<file path="config.mk">
export PLATFORM = sky130hd
export DESIGN_NAME = grid_ccff_frame_loader
export DESIGN_NICKNAME = d
export VERILOG_FILES = /design/src/rtl/ccff_loader_pkg.sv /design/src/rtl/ccff_shift_chain.sv /design/src/rtl/grid_ccff_frame_loader.sv
export SDC_FILE = /design/constraint.sdc
export NUM_CORES = 1
export LEC_CHECK = 0
export ABC_AREA = 1
export CAP_MARGIN = 20
export CORE_ASPECT_RATIO = 1.25
export CORE_UTILIZATION = 60
export CTS_CLUSTER_DIAMETER = 200
export CTS_CLUSTER_SIZE = 20
export DETAILED_ROUTE_END_ITERATION = 10
export GPL_ROUTABILITY_DRIVEN = 0
export PLACE_DENSITY = 0.86
export RECOVER_POWER = 50
export SLEW_MARGIN = 10
export SYNTH_ARGS = -nofsm -noshare
export SYNTH_HDL_FRONTEND = slang
export SYNTH_SLANG_ARGS = --single-unit
</file>
<file path="constraint.sdc">
create_clock -name prog_clk -period 2.44 [get_ports prog_clk]
set_clock_uncertainty 0.15 [all_clocks]
set_input_delay 0.732 -clock prog_clk [delete_from_list [all_inputs] [get_ports prog_clk]]
set_output_delay 0.732 -clock prog_clk [all_outputs]
set_load 0.02 [all_outputs]
</file>
<file path="src/rtl/ccff_loader_pkg.sv">
// Shared types and sizing helpers for the grid_ccff_frame_loader block.
// Optional parity checking on the beat interface is enabled by defining CCFF_PARITY_EN.
package ccff_loader_pkg;

  localparam int DEF_NUM_CHAINS = 4;
  localparam int DEF_CHAIN_LEN  = 32;
  localparam int CFG_W          = DEF_NUM_CHAINS * DEF_CHAIN_LEN;

  typedef enum logic [2:0] {
    ST_IDLE,
    ST_SHIFT,
    ST_COMMIT,
    ST_RB_LOAD,
    ST_READBACK
  } ccff_state_e;

  function automatic int cnt_width(input int chain_len);
    return $clog2(chain_len);
  endfunction

endpackage

</file>
<file path="src/rtl/ccff_shift_chain.sv">
// One shadow configuration chain: parallel load has priority over a
// left shift that brings the new bit in at the LSB.
module ccff_shift_chain
  import ccff_loader_pkg::*;
#(
  parameter int LEN = DEF_CHAIN_LEN
) (
  input  logic           clk,
  input  logic           rst_n,
  input  logic           shift_en,
  input  logic           shift_in,
  input  logic           load_en,
  input  logic [LEN-1:0] load_data,
  output logic           msb,
  output logic [LEN-1:0] data
);

  logic [LEN-1:0] data_q;
  logic [LEN-1:0] data_d;

  always_comb begin
    data_d = data_q;
    if (load_en) begin
      data_d = load_data;
    end else if (shift_en) begin
      data_d = {data_q[LEN-2:0], shift_in};
    end
  end

  always_ff @(posedge clk or negedge rst_n) begin
    if (!rst_n) begin
      data_q <= '0;
    end else begin
      data_q <= data_d;
    end
  end

  assign msb  = data_q[LEN-1];
  assign data = data_q;

endmodule

</file>
<file path="src/rtl/grid_ccff_frame_loader.sv">
// Loads NUM_CHAINS parallel config chains through a valid/ready beat port, commits
// them atomically, and supports test-mode readback. Optional parity: CCFF_PARITY_EN.
module grid_ccff_frame_loader
  import ccff_loader_pkg::*;
#(
  parameter int NUM_CHAINS = DEF_NUM_CHAINS,
  parameter int CHAIN_LEN  = DEF_CHAIN_LEN
) (
  input  logic                            prog_clk,
  input  logic                            pReset_n,
  input  logic                            config_enable,
  input  logic                            Test_en,
  input  logic                            rb_start,
  input  logic [NUM_CHAINS-1:0]           ccff_head,
  input  logic                            ccff_valid,
`ifdef CCFF_PARITY_EN
  input  logic                            ccff_parity,
  output logic                            parity_err,
`endif
  output logic                            ccff_ready,
  output logic [NUM_CHAINS-1:0]           ccff_tail,
  output logic [NUM_CHAINS*CHAIN_LEN-1:0] cfg_bits,
  output logic                            config_done,
  output logic                            cfg_abort
);

  localparam int TOTAL_W = NUM_CHAINS * CHAIN_LEN;
  localparam int CNT_W   = cnt_width(CHAIN_LEN);
  localparam logic [CNT_W-1:0] CNT_LAST = CNT_W'(CHAIN_LEN - 1);

  // Beat handshake: a beat transfers on a rising prog_clk edge where
  // ccff_valid and ccff_ready are both high; ready only rises in SHIFT.

  ccff_state_e        state_q, state_d;
  logic [CNT_W-1:0]   cnt_q, cnt_d;
  logic [TOTAL_W-1:0] cfg_q, cfg_d;
  logic               done_q, done_d;
  logic               abort_q, abort_d;
  logic [TOTAL_W-1:0] shadow;
  logic               shift_en;
  logic               load_en;
  logic               ready;
  logic               frame_bad;

`ifdef CCFF_PARITY_EN
  logic frame_err_q, frame_err_d;
  logic parity_err_q, parity_err_d;
  logic beat_bad;

  assign beat_bad  = (^ccff_head) != ccff_parity;
  assign frame_bad = frame_err_q | beat_bad;
`else
  assign frame_bad = 1'b0;
`endif

  always_comb begin
    state_d  = state_q;
    cnt_d    = cnt_q;
    cfg_d    = cfg_q;
    done_d   = 1'b0;
    abort_d  = 1'b0;
    shift_en = 1'b0;
    load_en  = 1'b0;
    ready    = 1'b0;
`ifdef CCFF_PARITY_EN
    frame_err_d  = frame_err_q;
    parity_err_d = parity_err_q;
`endif
    case (state_q)
      ST_IDLE: begin
        if (config_enable) begin
          state_d = ST_SHIFT;
          cnt_d   = '0;
`ifdef CCFF_PARITY_EN
          frame_err_d = 1'b0;
`endif
        end else if (rb_start && Test_en) begin
          state_d = ST_RB_LOAD;
        end
      end
      ST_SHIFT: begin
        ready = config_enable;
        if (!config_enable) begin
          // Dropping the window mid-frame abandons it; shadow keeps partial data.
          state_d = ST_IDLE;
          cnt_d   = '0;
          abort_d = (cnt_q != '0);
`ifdef CCFF_PARITY_EN
          frame_err_d = 1'b0;
`endif
        end else if (ccff_valid) begin
          shift_en = 1'b1;
          if (cnt_q == CNT_LAST) begin
            cnt_d = '0;
            if (frame_bad) begin
              state_d = ST_IDLE;
`ifdef CCFF_PARITY_EN
              parity_err_d = 1'b1;
              frame_err_d  = 1'b0;
`endif
            end else begin
              state_d = ST_COMMIT;
              done_d  = 1'b1;
            end
          end else begin
            cnt_d = cnt_q + 1'b1;
`ifdef CCFF_PARITY_EN
            frame_err_d = frame_bad;
`endif
          end
        end
      end
      ST_COMMIT: begin
        cfg_d = shadow;
`ifdef CCFF_PARITY_EN
        parity_err_d = 1'b0;
`endif
        if (config_enable) begin
          state_d = ST_SHIFT;
`ifdef CCFF_PARITY_EN
          frame_err_d = 1'b0;
`endif
        end else begin
          state_d = ST_IDLE;
        end
      end
      ST_RB_LOAD: begin
        load_en = 1'b1;
        cnt_d   = '0;
        state_d = Test_en ? ST_READBACK : ST_IDLE;
      end
      ST_READBACK: begin
        if (!Test_en) begin
          state_d = ST_IDLE;
          cnt_d   = '0;
        end else begin
          shift_en = 1'b1;
          if (cnt_q == CNT_LAST) begin
            state_d = ST_IDLE;
            cnt_d   = '0;
          end else begin
            cnt_d = cnt_q + 1'b1;
          end
        end
      end
      default: begin
        state_d = ST_IDLE;
        cnt_d   = '0;
      end
    endcase
  end

  always_ff @(posedge prog_clk or negedge pReset_n) begin
    if (!pReset_n) begin
      state_q <= ST_IDLE;
      cnt_q   <= '0;
      cfg_q   <= '0;
      done_q  <= 1'b0;
      abort_q <= 1'b0;
    end else begin
      state_q <= state_d;
      cnt_q   <= cnt_d;
      cfg_q   <= cfg_d;
      done_q  <= done_d;
      abort_q <= abort_d;
    end
  end

`ifdef CCFF_PARITY_EN
  always_ff @(posedge prog_clk or negedge pReset_n) begin
    if (!pReset_n) begin
      frame_err_q  <= 1'b0;
      parity_err_q <= 1'b0;
    end else begin
      frame_err_q  <= frame_err_d;
      parity_err_q <= parity_err_d;
    end
  end

  assign parity_err = parity_err_q;
`endif

  for (genvar c = 0; c < NUM_CHAINS; c++) begin : g_chain
    ccff_shift_chain #(
      .LEN(CHAIN_LEN)
    ) u_chain (
      .clk      (prog_clk),
      .rst_n    (pReset_n),
      .shift_en (shift_en),
      .shift_in (ccff_head[c]),
      .load_en  (load_en),
      .load_data(cfg_q[c*CHAIN_LEN +: CHAIN_LEN]),
      .msb      (ccff_tail[c]),
      .data     (shadow[c*CHAIN_LEN +: CHAIN_LEN])
    );
  end

  assign ccff_ready  = ready;
  assign cfg_bits    = cfg_q;
  assign config_done = done_q;
  assign cfg_abort   = abort_q;

endmodule

</file>
==> key figures, run 1 <==
Yosys
  • Post-synthesis xor/xnor area fraction: 0.0719%
  • Main combinational cell family by area after synthesis: simple AND/OR/NAND/NOR gates
  • Mux cell area share after synthesis: less than 1%
  • Post-Synth Adder-Cell Area: 0.308%
  • Post-synthesis cell count: 1,482
  • Synth unique cells: 28
  • Simple-gate share of the synthesized area: 24.6%
  • Flops & latches, synth: 266
  • Most used DFF post-synth: dfrtp_1
  • Post-synth EDFFs: 0
  • Sequential share of the synthesized area: 54.6%
  • Post-synthesis compound-gate area fraction: 10.6%
  • Cell Area, Synth: 0.0122 mm2
  • Net Count, Synth: 1,495
  • Synth warnings: 0
  • Mean Syn Cell Area: 8.22 um2
  • FFs w/ async S/R, synth: 100%

Cells and area
  • Share of cells above drive strength 1: 4.04%
  • Util after Layout: 72.1%
  • Multi-input logic area: 0.00437 mm2
  • Antenna diodes: 0
  • Fin cells: 1,826
  • Fill cells: 1,517
  • Layout area overhead: 16.4%
  • Nets: 1,575
  • Commonest non-fill, non-tap cells in the layout: nand2_1 (411), dfrtp_1 (266), inv_1 (141)
  • FF+latch area: 0.00666 mm2
  • Most common cell after layout, fill and taps aside: nand2_1

Timing
  • Tcrit/Tclk final: 99.3%
  • Fin. max-slew vios: 0
  • Min cycle time layout: ~2.4 ns
  • Slew headroom: about a third
  • Setup violations, final: 0
  • Final Hold Vio Count: 0
  • Worst setup margin: between 0.015 and 0.02 ns
  • Fmax: 413 MHz
  • Worst hold slack: about 0.37 ns
  • Worst slew pin tran: ~1.0 ns
  • RSZ-0062 raised after global routing: no

Hold path
  • Min-delay src: cfg_bits[122]$_DFFE_PN0P_
  • Hold Crit Class: register to register

Power and ir drop
  • PwrDens: approximately 1400 mW/mm2
  • Tot Pwr: 19.5 mW
  • P_leak: about 7.4 nW
  • Worst VDD drop: between 0.9 and 1 mV

Die
  • Rows: 57
  • Die area: 0.0209 mm2
  • Die width: roughly 130 um
  • Chip height: 161 um
  • Io pins: 145
  • Initial core utilization: 61.9%
  • Core outline area: 0.0197 mm2

Setup path
  • CP Cell Sequence: clkdlybuf4s50_1
  • Buf/Inv on CP: 1
  • Setup CP Type: register to output port
  • Startpoint Class: register
  • Worst Path Required: 1.56 ns
  • CP startpoint: g_chain[1].u_chain.data[31]$_DFFE_PN0P_
  • Crit-path max FO: 3
  • Critical R2R Launch: state_q[0]$_DFFE_PN0P_
  • CP Capture Type: output port
  • Top delay family on crit path: buffers and inverters
  • CP max stage delay: 0.67 ns
  • Slowest cell on the critical path: clkdlybuf4s50_1
  • WP data arrival: 1.54 ns

Global routing
  • GRT overflow: 0
  • First-pass GRT wire length: 46.3 mm
  • Initial antenna violation count: 0
  • Vias in the first global route: 9,980
  • Gr usage total: approximately 27%
  • Largest net degree at the start of global routing: 145

Clocking
  • Worst skew pair latency: 0.48 ns
  • Clock-pin slew on the worst setup and hold paths: 0.09 ns
  • H-tree levels: 1
  • Post-CTS setup buffers: 0
  • Root Buffer: clkbuf_16
  • Clock sink count: 266
  • CTS tree: built
  • CTS buffer count: 17
  • CTS Buffer Depth: 3

Route
  • Met3 WL: 1.45 mm
  • Vias: 10,300
  • DR iter-0 viols: 785
  • Top Metal Used: met4
  • WL final: 27.2 mm
  • Vias/cell: 5.63
  • Remaining routing DRC violations: 0
  • Initial DRT Pass Iterations: 5
  • Metal2 WL: around 14 mm
  • M1 WL: ~11 mm
  • WL/cell: 14.9 um
  • DRT antenna net count: 0

Place
  • Placed cells: 1,807
  • Post-DP HPWL: approximately 17 mm
  • PortBufs: 144
  • Pre-CTS setup slack: -0.438 ns

Flow run
  • Max-Cap Viols: 0

Outcome
  • Status: completed
-- flip-flops by register name, summed over array words and instances (netlist names) --
name	cells
config_done	1
cfg_abort	1
state_q	3
g_chain.u_chain.data	128
cfg_bits	128
cnt_q	5
-- routing by layer --
layer | up-vias | track usage [%]
met5 | - | 0
li1 | 4929 | -
met3 | 43 | 3.21
met1 | 5011 | 36.2
met4 | 0 | 7.51
met2 | 291 | 46.3
-- power breakdown --
group | leakage (nW) | switching [mW] | total (mW) | internal [mW]
clock network | 0.217 | 1.41 | 2.67 | 1.26
logic | 3.80 | 5.33 | 9.06 | 3.73
registers | 3.39 | 1.43 | 7.82 | 6.39
-- synthesized netlist by cell type, types with 2 or more instances --
cell | number | area (um2)
o21ai_0 | 129 | 646
buf_4 | 5 | 37.5
buf_6 | 15 | 169
ha_1 | 3 | 37.5
a21oi_1 | 127 | 636
buf_2 | 56 | 280
mux2_2 | 2 | 22.5
buf_1 | 11 | 41.3
clkbuf_1 | 29 | 109
dfrtp_1 | 266 | 6660
nand2_1 | 411 | 1540
nor2_1 | 138 | 518
nand4_1 | 128 | 801
inv_1 | 141 | 529
nand3_1 | 8 | 40.0
-- final timing paths --
kind | end | slack [ns] | cells after the start
min in group asynchronous | g_chain[2].u_chain.data[15]$_DFFE_PN0P_ | 0.82 | 2
max in group asynchronous | cfg_bits[32]$_DFFE_PN0P_ | 0.27 | 3
max | ccff_tail[1] | 0.02 | 1
min reg2reg | cfg_bits[122]$_DFFE_PN0P_ | 0.37 | 2
max reg2reg | g_chain[2].u_chain.data[17]$_DFFE_PN0P_ | 0.17 | 6
min | cfg_bits[122]$_DFFE_PN0P_ | 0.37 | 2
-- worst reg2reg max path, delay by kind of cell, from the launching register on --
| kind | cells | cell delay, ns |
|---|---|---|
| flops | 1 | 0.50 |
| compound gates | 1 | 0.08 |
| simple gates | 4 | 0.89 |
| buf+inv | 1 | 0.50 |
-- cell families (layout without fill, tap and decap cells) --
kind of cell,after synthesis,count (layout)
fa+ha+maj,3,3
buf+inv,258,337
mux,2,2
simple gates,694,694
xor+xnor,1,1
compound gates,258,258
flops,266,266
-- timing repair --
action,4_1_cts,5_1_grt
hold buffers,1,0
gates resized for setup,5,11
endpoints found under the setup margin,1,11
hold endpoints to repair,30,0
pin swaps,0,0
-- layout make-up --
| cell class | count | share of cell area (%) |
|---|---|---|
| sequential | 266 | 46.9 |
| multi-input combinational | 958 | 30.8 |
| inverter | 142 | 3.76 |
| timing repair buffer | 177 | 13.1 |
| clock inverter | 1 | 0.115 |
| clock buffer | 17 | 3.00 |
| tap | 265 | 2.34 |
-- stage by stage --
step / TNS, ns / area [um2]
after floorplan: 0 / 12200
after global placement: -0.727 / 13800
after detailed placement: -0.812 / 13800
after CTS: 0 / 14200
after global routing: 0 / 14200
final: 0 / 14200
Note: power is estimated with default switching activity, not from simulation.
==> inputs of run 2 (changes only) <==
==> constraint.sdc (replaced) <==
create_clock -name prog_clk -period 2.44 [get_ports prog_clk]
set_clock_uncertainty 0.15 [all_clocks]
set_input_delay 0.366 -clock prog_clk [delete_from_list [all_inputs] [get_ports prog_clk]]
set_output_delay 0.366 -clock prog_clk [all_outputs]
set_load 0.02 [all_outputs]
==> run 2 against run 1 <==
Effect of this change: design area is 0.84% lower; setup slack gained 0.19 ns; core utilization is 0.60 points lower; power shrank 0.62%; sequential share of layout area is 0.40 points higher; critical path type is now register to register; critical endpoint is now g_chain[3].u_chain.data[11]$_DFFE_PN0P_; largest cell class unchanged; largest power group unchanged.
==> key figures, run 2 (synthesis gave the netlist of run 1 again) <==
Timing
  • Final Hold Vio Count: 0 (unchanged)
  • Setup TNS: 0 ns (unchanged)
  • Worst hold slack: 0.345 ns (-0.0284 ns)
  • Tcrit/Tclk final: 91.4% (-7.9 points)
  • Worst slew pin tran: 1.07 ns (+0.0516 ns)
  • Fin. max-slew vios: 0 (unchanged)
  • RSZ-0062 raised after global routing: no
  • Worst setup margin: 0.210 ns (+0.192 ns)
  • Slew headroom: 28.4% (-3.4 points)
  • Setup violations, final: 0 (unchanged)
  • Min cycle time layout: 2.23 ns (-0.192 ns)
  • Fmax: 448 MHz (+8.6%)

Place
  • Placed cells: 1,798 (-0.50%)
  • PortBufs: 144 (unchanged)
  • Post-DP Area: 0.0137 mm2 (-0.67%)
  • Pre-CTS setup slack: 0.137 ns (+0.576 ns)
  • Post-DP HPWL: 16.0 mm (-4.7%)

Setup path
  • Critical R2R Launch: state_q[1]$_DFFE_PN0P_
  • CP startpoint: state_q[1]$_DFFE_PN0P_
  • Crit-path max FO: 129 (+126)
  • Setup CP Type: register to register
  • Reg2Reg Capture Point: g_chain[3].u_chain.data[11]$_DFFE_PN0P_
  • WP data arrival: 2.49 ns (+0.95 ns)
  • CP Capture Type: register
  • R2R depth: 6 (unchanged)
  • Worst setup path end: g_chain[3].u_chain.data[11]$_DFFE_PN0P_
  • R2R Setup Slk: 0.21 ns (+0.04 ns)
  • Startpoint Class: register
  • Worst Path Required: 2.70 ns (+1.14 ns)

Cells and area
  • Fin area: 0.0141 mm2 (-0.84%)
  • Antenna diodes: 0 (unchanged)
  • Layout area overhead: 15.4%
  • FF+latch area: 0.00666 mm2 (unchanged)
  • Fill cells: 1,527 (+0.66%)
  • Commonest non-fill, non-tap cells in the layout: nand2_1 (411), dfrtp_1 (266), clkdlybuf4s50_1 (142)
  • Nets: 1,566 (-0.57%)
  • Fin cells: 1,817 (-0.49%)
  • Multi-input logic area: 0.00438 mm2 (+0.17%)
  • Most common cell after layout, fill and taps aside: nand2_1
  • Util after Layout: 71.5% (-0.60 points)
  • Share of cells above drive strength 1: 3.16% (-0.88 points)

Route
  • DRT antenna net count: 0 (unchanged)
  • WL/cell: 14.7 um (-1.1%)
  • DR iter-0 viols: 859 (+9.4%)
  • Vias/cell: 5.57 (-1.1%)
  • Remaining routing DRC violations: 0 (unchanged)
  • Initial DRT Pass Iterations: 5 (unchanged)
  • WL final: 26.7 mm (-1.5%)
  • Vias: 10,100 (-1.5%)

Power and ir drop
  • Tot Pwr: 19.4 mW (-0.62%)
  • PwrDens: 1380 mW/mm2 (+0.22%)
  • P_leak: 7.20 nW (-2.7%)
  • Worst VDD drop: 1.00 mV (+11%)

Global routing
  • Vias in the first global route: 9,457 (-5.2%)
  • Gr usage total: 26.4% (-0.55 points)
  • GRT overflow: 0 (unchanged)
  • Largest net degree at the start of global routing: 155 (+6.9%)
  • Initial antenna violation count: 0 (unchanged)
  • First-pass GRT wire length: 45.2 mm (-2.5%)

Die
  • Chip height: 161 um (unchanged)
  • Rows: 57 (unchanged)
  • Die width: 129 um (unchanged)
  • Die area: 0.0209 mm2 (unchanged)
  • Core outline area: 0.0197 mm2 (unchanged)
  • Io pins: 145 (unchanged)
  • Initial core utilization: 61.9% (unchanged)

Clocking
  • Clock sink count: 266 (unchanged)
  • Post-CTS setup buffers: 0 (unchanged)
  • Worst skew pair latency: 0.49 ns (about the same)
  • H-tree levels: 1 (unchanged)
  • CTS buffer count: 17 (unchanged)
  • CTS tree: built
  • Root Buffer: clkbuf_16
  • CTS Buffer Depth: 3 (unchanged)
  • Clock-pin slew on the worst setup and hold paths: 0.09 ns (about the same)

Hold path
  • Hold Crit Class: input port to register
  • Min-delay src: config_enable

Outcome
  • Status: completed

Flow run
  • Max-Cap Viols: 0 (unchanged)
==> run 2: worst min-delay path by stage <==
| stage | to | slack (ns) | cells past startpoint |
|---|---|---|---|
| floorplan | cfg_abort$_DFF_PN0_ | -0.08 | 0 |
| global placement | cfg_bits[79]$_DFFE_PN0P_ | 0.23 | 1 |
| detailed placement | cfg_bits[79]$_DFFE_PN0P_ | 0.23 | 1 |
| finish | cfg_abort$_DFF_PN0_ | 0.35 | 2 |
| global route | cfg_abort$_DFF_PN0_ | 0.36 | 2 |
| CTS | g_chain[2].u_chain.data[8]$_DFFE_PN0P_ | 0.30 | 2 |
==> run 2: worst max-delay path, cell delays in order, from the launching register on <==
cell and delay (ns):
dfrtp_1 0.46, nand3b_4 0.21, nor2_4 0.05, nand2_4 0.08, buf_6 0.76, nand4_1 0.22, nand2_1 0.14
==> run 2: repair_timing <==
| action | in CTS | in global routing |
|---|---|---|
| endpoints found under the hold margin | 65 | 0 |
| hold buffers | 1 | 0 |
| setup endpoints to repair | 1 | 0 |
| gates resized for setup | 1 | 0 |
==> run 2: area by class of cell <==
| type | instances | area share [%] |
|---|---|---|
| sequential | 266 | 47.3 |
| timing repair buffer | 168 | 12.3 |
| tap | 265 | 2.36 |
| clock inverter | 1 | 0.116 |
| inverter | 142 | 3.79 |
| multi-input combinational | 958 | 31.1 |
| clock buffer | 17 | 3.02 |
==> run 2: metal layers <==
layer | GRT usage, % | part of all wire (%)
met5 | 0 | 0
met4 | 7.77 | 2.2
met3 | 3.81 | 6.1
met2 | 44.1 | 50
met1 | 36.0 | 42
==> run 2: report_power, final <==
group          total, mW  internal (mW)  leakage (nW)  switching (mW)
clock               2.67           1.26         0.217            1.41
sequential          7.81           6.38          3.39            1.43
combinational       8.95           3.68          3.60            5.27
total               19.4           11.3          7.20            8.10
==> inputs of run 3 (changes only) <==
CORE_ASPECT_RATIO = not set   (was 1.25)
==> run 3 against run 2 <==
Effect of this change: critical path depth down 2; largest cell class unchanged; sequential share of layout area fell by 0.35 points; first-iteration DRC count is 17% lower; via count increased by 0.95%; die area is essentially flat; clock-buffer cell count unchanged; core utilization rose by 0.40 points; cell count increased by 0.28%; design area is 0.74% higher; setup slack better by 0.069 ns; routed wire length down 0.30%; sequential cell count did not move.
==> key figures, run 3 (synthesis gave the netlist of run 1 again) <==
Clocking
  • CTS tree: built
  • Worst skew pair latency: 0.49 ns (about the same)
  • Clock-pin slew on the worst setup and hold paths: 0.08 ns (about the same)
  • Root Buffer: clkbuf_16
  • CTS Buffer Depth: 3 (unchanged)
  • CTS buffer count: 17 (unchanged)
  • Clock sink count: 266 (unchanged)
  • H-tree levels: 1 (unchanged)

Cells and area
  • Commonest non-fill, non-tap cells in the layout: nand2_1 (411), dfrtp_1 (266), clkdlybuf4s50_1 (142)
  • Share of cells above drive strength 1: 3.60% (+0.44 points)
  • Nets: 1,571 (+0.32%)
  • Layout area overhead: 16.3%
  • Fill cells: 1,480 (-3.1%)
  • Util after Layout: 71.9% (+0.40 points)
  • Most common cell after layout, fill and taps aside: nand2_1
  • Antenna diodes: 0 (unchanged)

Timing
  • Setup TNS: 0 ns (unchanged)
  • RSZ-0062 raised after global routing: no
  • Worst slew pin tran: 1.12 ns (+0.0434 ns)
  • Fmax: 463 MHz (+3.2%)
  • Fin. max-slew vios: 0 (unchanged)
  • Tcrit/Tclk final: 88.6% (-2.8 points)
  • Setup violations, final: 0 (unchanged)
  • Final Hold Vio Count: 0 (unchanged)
  • Min cycle time layout: 2.16 ns (-0.0690 ns)
  • Slew headroom: 25.5% (-2.9 points)
  • Worst setup margin: 0.279 ns (+0.0690 ns)

Setup path
  • Critical R2R Launch: state_q[1]$_DFFE_PN0P_
  • R2R depth: 6 (unchanged)
  • Setup CP Type: register to output port
  • WP data arrival: 1.64 ns (-0.85 ns)
  • Worst Path Required: 1.92 ns (-0.78 ns)
  • R2R Setup Slk: 0.40 ns (+0.19 ns)
  • Startpoint Class: register
  • CP Capture Type: output port
  • Crit-path max FO: 5 (-96%)
  • Reg2Reg Capture Point: g_chain[3].u_chain.data[1]$_DFFE_PN0P_

Place
  • PortBufs: 144 (unchanged)
  • Post-DP HPWL: 16.0 mm (-0.37%)
  • Pre-CTS setup slack: 0.123 ns (-0.0148 ns)

Die
  • Core outline area: 0.0197 mm2 (+0.17%)
  • Die width: 145 um (+12%)
  • Chip height: 145 um (-10%)
  • Initial core utilization: 61.8% (-0.11 points)
  • Die area: 0.0209 mm2 (about the same)
  • Io pins: 145 (unchanged)
  • Rows: 51 (-11%)

Route
  • DR iter-0 viols: 712 (-17%)
  • Remaining routing DRC violations: 0 (unchanged)
  • WL/cell: 14.6 um (-0.58%)
  • DRT antenna net count: 0 (unchanged)
  • WL final: 26.7 mm (-0.30%)
  • Vias: 10,200 (+0.95%)
  • Vias/cell: 5.60 (+0.67%)
  • Initial DRT Pass Iterations: 5 (unchanged)

Hold path
  • WHS Endpoint: cfg_bits[107]$_DFFE_PN0P_
  • Hold Path Cell Cnt: 2 (unchanged)
  • Hold Crit Class: register to register
  • Min-delay src: cfg_bits[107]$_DFFE_PN0P_

Global routing
  • Vias in the first global route: 9,416 (-0.43%)
  • Initial antenna violation count: 0 (unchanged)
  • First-pass GRT wire length: 44.7 mm (-1.1%)
  • Gr usage total: 26.3% (-0.18 points)
  • Largest net degree at the start of global routing: 149 (-3.9%)
  • GRT overflow: 0 (unchanged)

Flow run
  • Max-Cap Viols: 0 (unchanged)

Power and ir drop
  • PwrDens: 1380 mW/mm2 (-0.20%)
  • P_leak: 7.26 nW (+0.76%)
  • Worst VDD drop: 0.891 mV (-11%)

Outcome
  • Status: completed
## run 3: changes by cell type in the layout (fill, tap and decap cells not counted)
cell and delta:
buf_12 +5, buf_4 +2, buf_6 -1, clkbuf_1 -2, clkbuf_4 +1
## run 3: worst max-delay path by stage
| stage | endpoint | cells past startpoint | from |
|---|---|---|---|
| after detailed placement | ccff_ready | 4 | config_enable |
| after global routing | g_chain[0].u_chain.data[21]$_DFFE_PN0P_ | 3 | pReset_n |
| after CTS | ccff_ready | 4 | state_q[2]$_DFFE_PN0P_ |
| after floorplan | state_q[0]$_DFFE_PN0P_ | 11 | cnt_q[0]$_DFFE_PN0P_ |
| final | ccff_ready | 4 | state_q[2]$_DFFE_PN0P_ |
| after global placement | ccff_ready | 4 | config_enable |
## run 3: layout make-up
class / instances / area (um2) / share of cell area [%]
timing repair buffer: 173 / 1830 / 12.9
clock inverter: 1 / 16.3 / 0.115
inverter: 142 / 533 / 3.76
sequential: 266 / 6660 / 47.0
tap: 265 / 332 / 2.34
clock buffer: 17 / 425 / 3.00
multi-input combinational: 958 / 4380 / 30.9
## run 3: per-stage QoR
step | total power, mW | hold slack, ns | std cells | cell area (um2)
floorplan | 13.4 | -0.0796 | 1482 | 12200
global route | 21.0 | 0.391 | 1822 | 14200
CTS | 19.7 | 0.318 | 1822 | 14200
global placement | 16.5 | 0.240 | 1803 | 13800
finish | 19.5 | 0.366 | 1822 | 14200
detailed placement | 16.9 | 0.248 | 1803 | 13800
## run 3: report_power, final
group,internal (mW),switching [mW],total [mW],leakage [nW]
Sequential,6.38,1.42,7.81,3.39
Clock,1.26,1.43,2.70,0.217
Combinational,3.74,5.29,9.03,3.65
## run 3: worst max-delay path, stage by stage (launching register included)
cell	delay [ns]
dfrtp_1	0.40
inv_2	0.14
nand3b_4	0.13
nor2_4	0.14
dlygate4sd2_1	0.34
## run 3: layer usage
| layer | track usage, % | vias to the layer above | part of all wire [%] |
|---|---|---|---|
| li1 | - | 4918 | - |
| met1 | 35.7 | 4946 | 43 |
| met5 | 0 | - | 0 |
| met2 | 43.6 | 300 | 49 |
| met4 | 7.59 | 0 | 1.9 |
| met3 | 4.17 | 47 | 6.3 |
## run 3: repair_timing
action                                  in CTS  in global routing
gates resized for setup                      1                  0
endpoints found under the setup margin       1                  0
hold endpoints to repair                    70                  0
setup buffers                                0                  0
hold buffers                                 1                  0
